==> config.mk <==
export PLATFORM = sky130hd
export DESIGN_NAME = fetch_unit
export DESIGN_NICKNAME = d
export VERILOG_FILES = /design/src/rtl/cpu_pkg.sv /design/src/rtl/fetch_fifo.sv /design/src/rtl/fetch_unit.sv
export SDC_FILE = /design/constraint.sdc
export NUM_CORES = 1
export LEC_CHECK = 0
export ABC_AREA = 1
export CAP_MARGIN = 15
export CORE_UTILIZATION = 57
export CTS_CLUSTER_SIZE = 10
export DETAILED_ROUTE_END_ITERATION = 12
export PLACE_DENSITY_LB_ADDON = 0.12
export SYNTH_ARGS = -nofsm -noshare
export SYNTH_HDL_FRONTEND = slang
export SYNTH_SLANG_ARGS = --single-unit
export TNS_END_PERCENT = 50
==> constraint.sdc <==
create_clock -name clk -period 10.2 [get_ports clk]
set_clock_uncertainty 0.1 [all_clocks]
set_input_delay 2.04 -clock clk [delete_from_list [all_inputs] [get_ports clk]]
set_output_delay 2.04 -clock clk [all_outputs]
set_load 0.005 [all_outputs]
==> src/rtl/cpu_pkg.sv <==
// Shared CPU front-end types: fetch FSM states, machine word and queue entry.
package cpu_pkg;

    typedef logic [31:0] word_t;

    localparam word_t PC_INC = 32'd4;

    typedef enum logic [1:0] {
        ST_IDLE = 2'd0,
        ST_REQ  = 2'd1,
        ST_DROP = 2'd2
    } fetch_state_t;

    typedef struct packed {
        word_t instr;
        word_t pc;
    } fetch_entry_t;

endpackage

==> src/rtl/fetch_fifo.sv <==
// Circular instruction queue; flush empties it, head is presented combinationally.
module fetch_fifo
    import cpu_pkg::*;
#(
    parameter int unsigned DEPTH = 2
) (
    input  logic                         clk,
    input  logic                         rst_n,
    input  logic                         push,
    input  logic                         pop,
    input  logic                         flush,
    input  fetch_entry_t                 din,
    output fetch_entry_t                 dout,
    output logic [$clog2(DEPTH+1)-1:0]   count
);

    localparam int unsigned PW = $clog2(DEPTH);
    localparam int unsigned CW = $clog2(DEPTH + 1);
    localparam logic [PW-1:0] PTR_LAST = PW'(DEPTH - 1);

    fetch_entry_t  mem [DEPTH];
    logic [PW-1:0] rd_ptr;
    logic [PW-1:0] wr_ptr;

    function automatic logic [PW-1:0] wrap_inc(input logic [PW-1:0] p);
        return (p == PTR_LAST) ? '0 : p + PW'(1);
    endfunction

    always_ff @(posedge clk) begin
        if (rst_n && !flush && push) begin
            mem[wr_ptr] <= din;
        end
    end

    always_ff @(posedge clk) begin
        if (!rst_n || flush) begin
            rd_ptr <= '0;
            wr_ptr <= '0;
            count  <= '0;
        end else begin
            if (push) begin
                wr_ptr <= wrap_inc(wr_ptr);
            end
            if (pop) begin
                rd_ptr <= wrap_inc(rd_ptr);
            end
            if (push && !pop) begin
                count <= count + CW'(1);
            end else if (pop && !push) begin
                count <= count - CW'(1);
            end
        end
    end

    assign dout = mem[rd_ptr];

endmodule

==> src/rtl/fetch_unit.sv <==
// Instruction fetch: single-outstanding memory requester feeding a small queue,
// with branch redirect that flushes the queue and discards an in-flight response.
module fetch_unit
    import cpu_pkg::*;
#(
    parameter word_t       RESET_PC = 32'h0000_0000,
    parameter int unsigned DEPTH    = 2
) (
    input  logic        clk,
    input  logic        rst_n,
    output logic        imem_req,
    output logic [31:0] imem_addr,
    input  logic        imem_ack,
    input  logic [31:0] imem_rdata,
    output logic        instr_valid,
    input  logic        instr_ready,
    output logic [31:0] instruction,
    output logic [31:0] instr_pc,
    input  logic        redirect,
    input  logic [31:0] redirect_pc
);

    localparam int unsigned CW = $clog2(DEPTH + 1);
    localparam logic [CW-1:0] CNT_FULL = CW'(DEPTH);
    localparam logic [CW-1:0] CNT_LAST = CW'(DEPTH - 1);

    fetch_state_t  state;
    fetch_state_t  state_nx;
    word_t         pc;
    word_t         pc_nx;
    word_t         req_addr;
    word_t         req_addr_nx;
    word_t         fetch_addr;
    logic [CW-1:0] count;
    logic          active;
    logic          push;
    logic          pop;
    logic          flush;
    fetch_entry_t  head;
    logic          redirect_pc_unused;

    assign redirect_pc_unused = ^redirect_pc[1:0];

    // req_addr keeps the in-flight address stable in DROP while pc already holds the target.
    always_comb begin
        state_nx    = state;
        pc_nx       = pc;
        req_addr_nx = req_addr;
        push        = 1'b0;
        flush       = 1'b0;
        active      = 1'b0;
        fetch_addr  = pc;
        case (state)
            ST_IDLE: active = !redirect && (count < CNT_FULL);
            default: begin
                active     = 1'b1;
                fetch_addr = req_addr;
            end
        endcase

        if (redirect) begin
            flush    = 1'b1;
            pc_nx    = {redirect_pc[31:2], 2'b00};
            state_nx = (state != ST_IDLE && !imem_ack) ? ST_DROP : ST_IDLE;
        end else if (active && imem_ack) begin
            if (state == ST_DROP) begin
                state_nx = ST_IDLE;
            end else begin
                push        = 1'b1;
                pc_nx       = pc + PC_INC;
                req_addr_nx = pc + PC_INC;
                state_nx    = (count < CNT_LAST) ? ST_REQ : ST_IDLE;
            end
        end else if (active) begin
            state_nx    = (state == ST_IDLE) ? ST_REQ : state;
            req_addr_nx = fetch_addr;
        end
    end

    always_ff @(posedge clk) begin
        if (!rst_n) begin
            state    <= ST_IDLE;
            pc       <= RESET_PC;
            req_addr <= RESET_PC;
        end else begin
            state    <= state_nx;
            pc       <= pc_nx;
            req_addr <= req_addr_nx;
        end
    end

    assign imem_req    = rst_n && active;
    assign imem_addr   = rst_n ? fetch_addr : RESET_PC;
    assign instr_valid = rst_n && (count != '0);
    assign pop         = instr_valid && instr_ready && !redirect;
    assign instruction = head.instr;
    assign instr_pc    = head.pc;

    fetch_fifo #(
        .DEPTH(DEPTH)
    ) u_fifo (
        .clk   (clk),
        .rst_n (rst_n),
        .push  (push),
        .pop   (pop),
        .flush (flush),
        .din   ('{instr: imem_rdata, pc: pc}),
        .dout  (head),
        .count (count)
    );

endmodule

==> summary.txt, run 1 <==
Detailed routing
  • Final ANT Viol Nets: 0
  • Routed via count: 6979
  • 1st-iter DRT viols: approximately 640
  • Routed via count divided by cell count: 5.31
  • First-pass detailed-route iteration total: 6
  • Total DRC errors in the routed layout: 0
  • Post-detailed-route wirelength per cell: 15.6 um
  • Total wire length after detailed routing: 20500 um

Min path
  • Class of the most critical hold timing path: register to register
  • Beginning of the worst hold path: req_addr[1]

Setup path
  • Category of the critical setup timing path: input pin to output pin
  • FF-to-FF Start: state[1]
  • Startpoint Class: input pin
  • Critical Path RT: roughly 8.1 ns
  • Crit. Startpoint: rst_n
  • CP Capture Type: output pin
  • Critical Path AT: about 3.8 ns
  • Largest fanout of any net on the critical path: 44

CTS
  • Deepest level of the CTS H-tree: 4
  • Insertion delay of the later-clocked pin in the worst-skew pair: 0.44 ns
  • CTS Buffer Depth: 2
  • Root Driver: sky130_fd_sc_hd__clkbuf_16
  • Gates resized, CTS repair: 0
  • Clock edge transition at the registers on the reported setup and hold paths: 0.07 ns
  • CTS sink count: 193
  • Number of setup buffers added after CTS: 0
  • Number of clock buffers inserted by TritonCTS: 17
  • CTS tree: built
  • Cts hold-fix bufs: 0

Synth
  • Post-synthesis average cell area: 9.54 um^2
  • Most used DFF post-synth: sky130_fd_sc_hd__edfxtp_1
  • Flop and latch count out of synthesis: just under 200
  • Sequential element share of the synthesized area: 56.7%
  • Yosys synthesis warning count: 0
  • Post-synth design cell area: 9010 um^2
  • Number of distinct standard cells referenced by the synthesized netlist: 33
  • Fraction of registers with async set/reset: 0%
  • Number of flops mapped to enable cells by yosys: 124
  • Number of standard cells after synthesis: 945

Die
  • Chip Width: around 130 um
  • Vertical die dimension: 128 um
  • Standard-cell row count: 45
  • Die Outline Area: about 16000 um^2
  • Starting density of the core: 58.8%
  • Std-Cell Core Area: 15300 um^2
  • Ports placed on the boundary: 167

GRT
  • Leftover overflow at the end of global routing: 0
  • Global routing usage summed across all routing layers: 26.0%
  • Pin count of the biggest net entering global routing: 68
  • First-pass GRT wire length: approximately 33000 um
  • Initial antenna violation count: 0
  • Via count of the first global-routing pass: ~6.6k

Layout
  • Antenna cells: 0
  • Final Cell Area: 11400 um^2
  • Number of nets in the final layout: 1163
  • Proportion of layout cells with a drive suffix above 1: 12.7%
  • Syn-to-layout area delta: 26.0%

Power and ir drop
  • Leakage dissipation: just over 4 nW
  • Largest voltage drop on the vdd net: 0.119 mV
  • Ratio of total power to cell area: approximately 150 nW/um^2

Timing
  • Worst-Margin Slew: between 0.8 and 0.9 ns
  • Setup-failing EPs final: 0
  • Number of hold-slack violations in the final timing report: 0
  • Number of max-slew violations in the final report: 0
  • Ratio of final minimum period to clock period: roughly three fifths
  • Post-route setup TNS: 0 ns
  • F_max: ~170 MHz
  • Setup repair after global routing missed its margin: false
  • Min Tclk post-route: 5.94 ns
  • Rel. slew slack: 40.8%

Place
  • Number of buffers inserted by port buffering: 162
  • Instance area after placement: 10700 um^2
  • Detailed Place HPWL: 13400 um
  • Final weighted congestion in routability-driven placement: around 0.86

Job
  • Reported max-cap violation count: 0

Status
  • Run status: finished clean
[sequential cells by signal, indices dropped and copies added, names as in the netlist, named ones only]
| name | count |
|---|---|
| u_fifo.mem | 124 |
| req_addr | 32 |
| state | 2 |
| u_fifo.rd_ptr | 1 |
| u_fifo.wr_ptr | 1 |
| pc | 30 |
| u_fifo.count | 2 |
[cell type report]
class / instances / area, um^2
repair buffers: 170 / 1710
inverters: 115 / 434
clock inverters: 15 / 166
flip-flops and latches: 193 / 5110
well taps: 211 / 264
clock buffers: 17 / 425
multi-input cells: 593 / 3250
fillers: 1155 / 3960
[kinds of logic (layout without fill, tap and decap cells)]
family                     Yosys count  in the layout  share of synthesized area, %
adders and majority gates            4              4                         0.555
muxes                               62             62                          7.75
DFF                                193            193                          56.7
other                                1              2                        0.0416
and+or+nand+nor                    336            336                          15.4
AOI/OAI and AO/OA                  172            172                          10.5
buffers and inverters              160            317                          7.47
xor gates and xnor gates            17             17                          1.65
[worst max-delay path: stages]
cell	delay, ns
sky130_fd_sc_hd__clkdlybuf4s50_1	0.59
sky130_fd_sc_hd__inv_2	0.23
sky130_fd_sc_hd__buf_12	0.25
sky130_fd_sc_hd__nor2_1	0.15
sky130_fd_sc_hd__clkdlybuf4s50_1	0.52
[cell usage in the layout, fill, tap and decap left out, drive strengths merged]
cell,netlist,final
a211oi,1,1
a21oi,50,50
a31oi,16,16
buf,25,8
bufinv,0,1
clkbuf,20,17
clkdlybuf4s50,0,162
clkinv,0,4
clkinvlp,0,2
conb,1,2
dfxtp,69,69
edfxtp,124,124
ha,4,4
inv,115,123
mux2,62,62
nand2,215,215
nand3,23,23
nand4,1,1
nor2,90,90
nor3,6,6
o21a,6,6
o21ai,99,99
or2,1,1
xnor2,1,1
xor2,16,16
[power breakdown]
group | internal, mW | leakage, nW | switching, mW
Sequential | 0.857 | 1.68 | 0.0214
Clock | 0.349 | 0.287 | 0.315
Combinational | 0.0864 | 2.16 | 0.0995
Total | 1.29 | 4.13 | 0.436
[Yosys cell counts (3+ instances only)]
cell type | number | area share [%]
sky130_fd_sc_hd__buf_4 | 3 | 0.25
sky130_fd_sc_hd__inv_1 | 110 | 4.6
sky130_fd_sc_hd__a21oi_1 | 50 | 2.8
sky130_fd_sc_hd__nor2_2 | 7 | 0.49
sky130_fd_sc_hd__nor3_1 | 6 | 0.33
sky130_fd_sc_hd__inv_2 | 4 | 0.17
sky130_fd_sc_hd__o21a_1 | 6 | 0.50
sky130_fd_sc_hd__dfxtp_1 | 69 | 15
sky130_fd_sc_hd__o21ai_0 | 57 | 3.2
sky130_fd_sc_hd__xor2_1 | 16 | 1.6
sky130_fd_sc_hd__nand3_1 | 22 | 1.2
sky130_fd_sc_hd__o21ai_2 | 10 | 0.97
sky130_fd_sc_hd__nand2_1 | 211 | 8.8
sky130_fd_sc_hd__o21ai_1 | 31 | 1.7
sky130_fd_sc_hd__edfxtp_1 | 124 | 41
sky130_fd_sc_hd__mux2_2 | 62 | 7.7
sky130_fd_sc_hd__a31oi_1 | 16 | 1.1
sky130_fd_sc_hd__nor2_1 | 78 | 3.2
sky130_fd_sc_hd__buf_6 | 5 | 0.62
sky130_fd_sc_hd__nand2_2 | 3 | 0.21
sky130_fd_sc_hd__buf_2 | 17 | 0.94
sky130_fd_sc_hd__clkbuf_1 | 20 | 0.83
sky130_fd_sc_hd__nor2_4 | 5 | 0.62
sky130_fd_sc_hd__ha_1 | 4 | 0.56
[through the flow]
| step | worst slack [ns] | total power [mW] | cells | hold slack [ns] | util [%] |
|---|---|---|---|---|---|
| 4_1_cts | 3.09 | 1.73 | 1312 | 0.356 | 73.8 |
| 6_report | 4.26 | 1.73 | 1314 | 0.353 | 74.2 |
| 2_1_floorplan | 2.77 | 0.996 | 946 | 0.325 | - |
| 3_3_place_gp | 3.16 | 1.07 | 1280 | 0.342 | 70.0 |
| 3_5_place_dp | 3.07 | 1.08 | 1280 | 0.343 | 70.0 |
| 5_1_grt | 4.15 | 1.79 | 1314 | 0.377 | 74.2 |
[final timing paths]
kind	endpoint	slack (ns)	cells past startpoint
setup / recovery	imem_addr[21]	4.26	5
hold / removal	req_addr[1]	0.35	2
setup reg to reg	req_addr[20]	7.86	8
hold reg to reg	req_addr[1]	0.35	2
[layer usage]
| layer | vias to the layer above | wire, um | GRT usage [%] |
|---|---|---|---|
| li1 | 3423 | - | - |
| met1 | 3206 | 8870 | 34.7 |
| met2 | 316 | 9390 | 41.2 |
| met3 | 34 | 1750 | 6.18 |
| met4 | 0 | 460 | 10.2 |
| met5 | - | 0 | 0 |
Note: power is estimated with default switching activity, not from simulation.
==> run 2: changes to the inputs <==
--- a/config.mk
+++ b/config.mk
@@ -7,7 +7,7 @@
 export LEC_CHECK = 0
 export ABC_AREA = 1
 export CAP_MARGIN = 15
-export CORE_UTILIZATION = 57
+export CORE_UTILIZATION = 53
 export CTS_CLUSTER_SIZE = 10
 export DETAILED_ROUTE_END_ITERATION = 12
 export PLACE_DENSITY_LB_ADDON = 0.12
==> constraint.sdc (replaced) <==
create_clock -name clk -period 5.55 [get_ports clk]
set_clock_uncertainty 0.1 [all_clocks]
set_input_delay 1.11 -clock clk [delete_from_list [all_inputs] [get_ports clk]]
set_output_delay 1.11 -clock clk [all_outputs]
set_load 0.005 [all_outputs]
==> summary.txt, run 2 (synthesis gave the netlist of run 1 again) <==
Status
  • Run status: finished clean

Timing
  • Setup repair after global routing missed its margin: false
  • Number of max-slew violations in the final report: 0 (unchanged)
  • Setup-failing EPs final: 0 (unchanged)
  • Worst-Margin Slew: 0.976 ns (+0.0888 ns)
  • Number of hold-slack violations in the final timing report: 0 (unchanged)
  • Post-route setup TNS: 0 ns (unchanged)
  • Ratio of final minimum period to clock period: ~80%
  • F_max: around 230 MHz
  • Rel. slew slack: 34.9% (-5.8 points)
  • Min Tclk post-route: 4.43 ns

Place
  • Detailed Place HPWL: 13200 um (-1.2%)
  • Number of buffers inserted by port buffering: 162 (unchanged)
  • Final weighted congestion in routability-driven placement: 0.859 (-0.31%)

Layout
  • Top library cells by usage in the layout, fill and taps aside: sky130_fd_sc_hd__nand2_1, sky130_fd_sc_hd__clkdlybuf4s50_1, sky130_fd_sc_hd__edfxtp_1, sky130_fd_sc_hd__inv_1, sky130_fd_sc_hd__nor2_1
  • Max reg flops: 124 (unchanged)
  • Leading registers by flop count: u_fifo.mem (124), req_addr (32), pc (30)
  • Largest register by flop count: u_fifo.mem
  • Number of nets in the final layout: 1163 (unchanged)
  • Commonest non-fill, non-tap cell in the layout: sky130_fd_sc_hd__nand2_1
  • Syn-to-layout area delta: 25.6%
  • Antenna cells: 0 (unchanged)
  • Proportion of layout cells with a drive suffix above 1: 12.7% (unchanged)

CTS
  • Cts hold-fix bufs: 0 (unchanged)
  • Clock edge transition at the registers on the reported setup and hold paths: 0.07 ns (about the same)
  • Insertion delay of the later-clocked pin in the worst-skew pair: 0.44 ns (about the same)
  • CTS tree: built
  • Root Driver: sky130_fd_sc_hd__clkbuf_16
  • CTS sink count: 193 (unchanged)
  • Number of clock buffers inserted by TritonCTS: 17 (unchanged)
  • Number of setup buffers added after CTS: 0 (unchanged)
  • CTS Buffer Depth: 2 (unchanged)
  • Gates resized, CTS repair: 0 (unchanged)
  • Deepest level of the CTS H-tree: 4 (unchanged)

Detailed routing
  • Routed via count divided by cell count: 5.26 (-1.0%)
  • Post-detailed-route wirelength per cell: 15.5 um (-0.19%)
  • Total wire length after detailed routing: 20600 um (+0.49%)
  • First-pass detailed-route iteration total: 6 (unchanged)
  • Routed via count: 6956 (-0.33%)
  • Total DRC errors in the routed layout: 0 (unchanged)
  • Final ANT Viol Nets: 0 (unchanged)
  • 1st-iter DRT viols: 539 (-16%)

Setup path
  • Largest stage delay, worst path: 0.54 ns (-0.05 ns)
  • CP Capture Type: output pin
  • Number of buffer and inverter instances along the worst setup path: 4 (unchanged)
  • Gate family responsible for the most delay along the worst path: buffers and inverters
  • Crit-path most repeated cell: sky130_fd_sc_hd__clkdlybuf4s50_1
  • Critical Path RT: 4.34 ns (-3.72 ns)
  • Startpoint Class: input pin
  • Largest fanout of any net on the critical path: 55 (+25%)
  • Standard cell with the maximum stage delay on the critical path: sky130_fd_sc_hd__clkdlybuf4s50_1
  • Critical Path AT: 3.22 ns (-0.58 ns)
  • Cells along the critical path: clkdlybuf4s50_1 -> buf_4 -> inv_2 -> nor3_1 -> clkdlybuf4s50_1
  • Category of the critical setup timing path: input pin to output pin

Power and ir drop
  • Total power after layout: 3.15 mW (+82%)
  • Largest voltage drop on the vdd net: 0.221 mV (+86%)
  • Ratio of total power to cell area: 278 nW/um^2 (+83%)
  • Leakage dissipation: 4.11 nW (-0.48%)

GRT
  • Pin count of the biggest net entering global routing: 63 (-7.4%)
  • Via count of the first global-routing pass: 6388 (-3.3%)
  • Leftover overflow at the end of global routing: 0 (unchanged)
  • Initial antenna violation count: 0 (unchanged)
  • Global routing usage summed across all routing layers: 24.1% (-1.9 points)
  • First-pass GRT wire length: 32800 um (+1.0%)

Die
  • Vertical die dimension: 132 um (+3.6%)
  • Ports placed on the boundary: 167 (unchanged)
  • Starting density of the core: 54.3% (-4.5 points)
  • Standard-cell row count: 47 (+4.4%)
  • Chip Width: 132 um (+3.6%)
  • Die Outline Area: 17500 um^2 (+7.4%)
  • Std-Cell Core Area: 16600 um^2 (+8.3%)

Job
  • Reported max-cap violation count: 0 (unchanged)

Min path
  • Class of the most critical hold timing path: register to register
==> run 2: worst register-to-register path, cell delays in order (launching register included) <==
cell	delay [ns]
sky130_fd_sc_hd__dfxtp_1	0.36
sky130_fd_sc_hd__nor2_4	0.43
sky130_fd_sc_hd__o21ai_4	0.17
sky130_fd_sc_hd__nand2_2	0.24
sky130_fd_sc_hd__inv_2	0.39
sky130_fd_sc_hd__o21ai_1	0.29
sky130_fd_sc_hd__inv_1	0.07
sky130_fd_sc_hd__a21oi_1	0.16
==> run 2: area by class of cell <==
| cell class | count | area, um^2 |
|---|---|---|
| clock inverters | 15 | 151 |
| inverters | 115 | 434 |
| clock buffers | 17 | 425 |
| well taps | 220 | 275 |
| repair buffers | 170 | 1680 |
| flip-flops and latches | 193 | 5110 |
| multi-input cells | 593 | 3250 |
| fillers | 1325 | 5260 |
==> run 2: through the flow <==
stage / cells / util, % / setup slack [ns] / hold slack (ns) / area (um^2)
final: 1323 / 68.3 / 1.12 / 0.348 / 11300
after floorplan: 946 / - / -0.946 / 0.325 / 9010
after CTS: 1323 / 68.3 / 1.12 / 0.350 / 11300
after global placement: 1291 / 64.8 / 1.16 / 0.339 / 10700
after global routing: 1323 / 68.3 / 0.974 / 0.388 / 11300
after detailed placement: 1291 / 64.8 / 1.12 / 0.340 / 10700
==> run 2: worst paths after layout <==
check | startpoint | endpoint | slack (ns) | depth (start not counted)
worst max-delay path | rst_n | imem_addr[1] | 1.12 | 5
worst min-delay path | req_addr[1] | req_addr[1] | 0.35 | 2
worst max register to register | state[1] | req_addr[21] | 3.27 | 7
worst min register to register | req_addr[1] | req_addr[1] | 0.35 | 2
==> run 2: report_power, final <==
part | total (mW) | internal, mW | switching (mW)
clock | 1.20 | 0.603 | 0.592
combinational | 0.338 | 0.156 | 0.181
sequential | 1.61 | 1.57 | 0.0403
total | 3.15 | 2.33 | 0.814
==> run 2: layer usage <==
metal  vias to the layer above  GRT usage, %  wire length (um)  share of wire [%]
met3                        40          4.73              1450                7.1
met4                         0          8.94               434                2.1
met2                       268          37.4              9230                 45
met1                      3215          33.6              9450                 46
met5                         -             0                 0                  0
li1                       3433             -                 -                  -
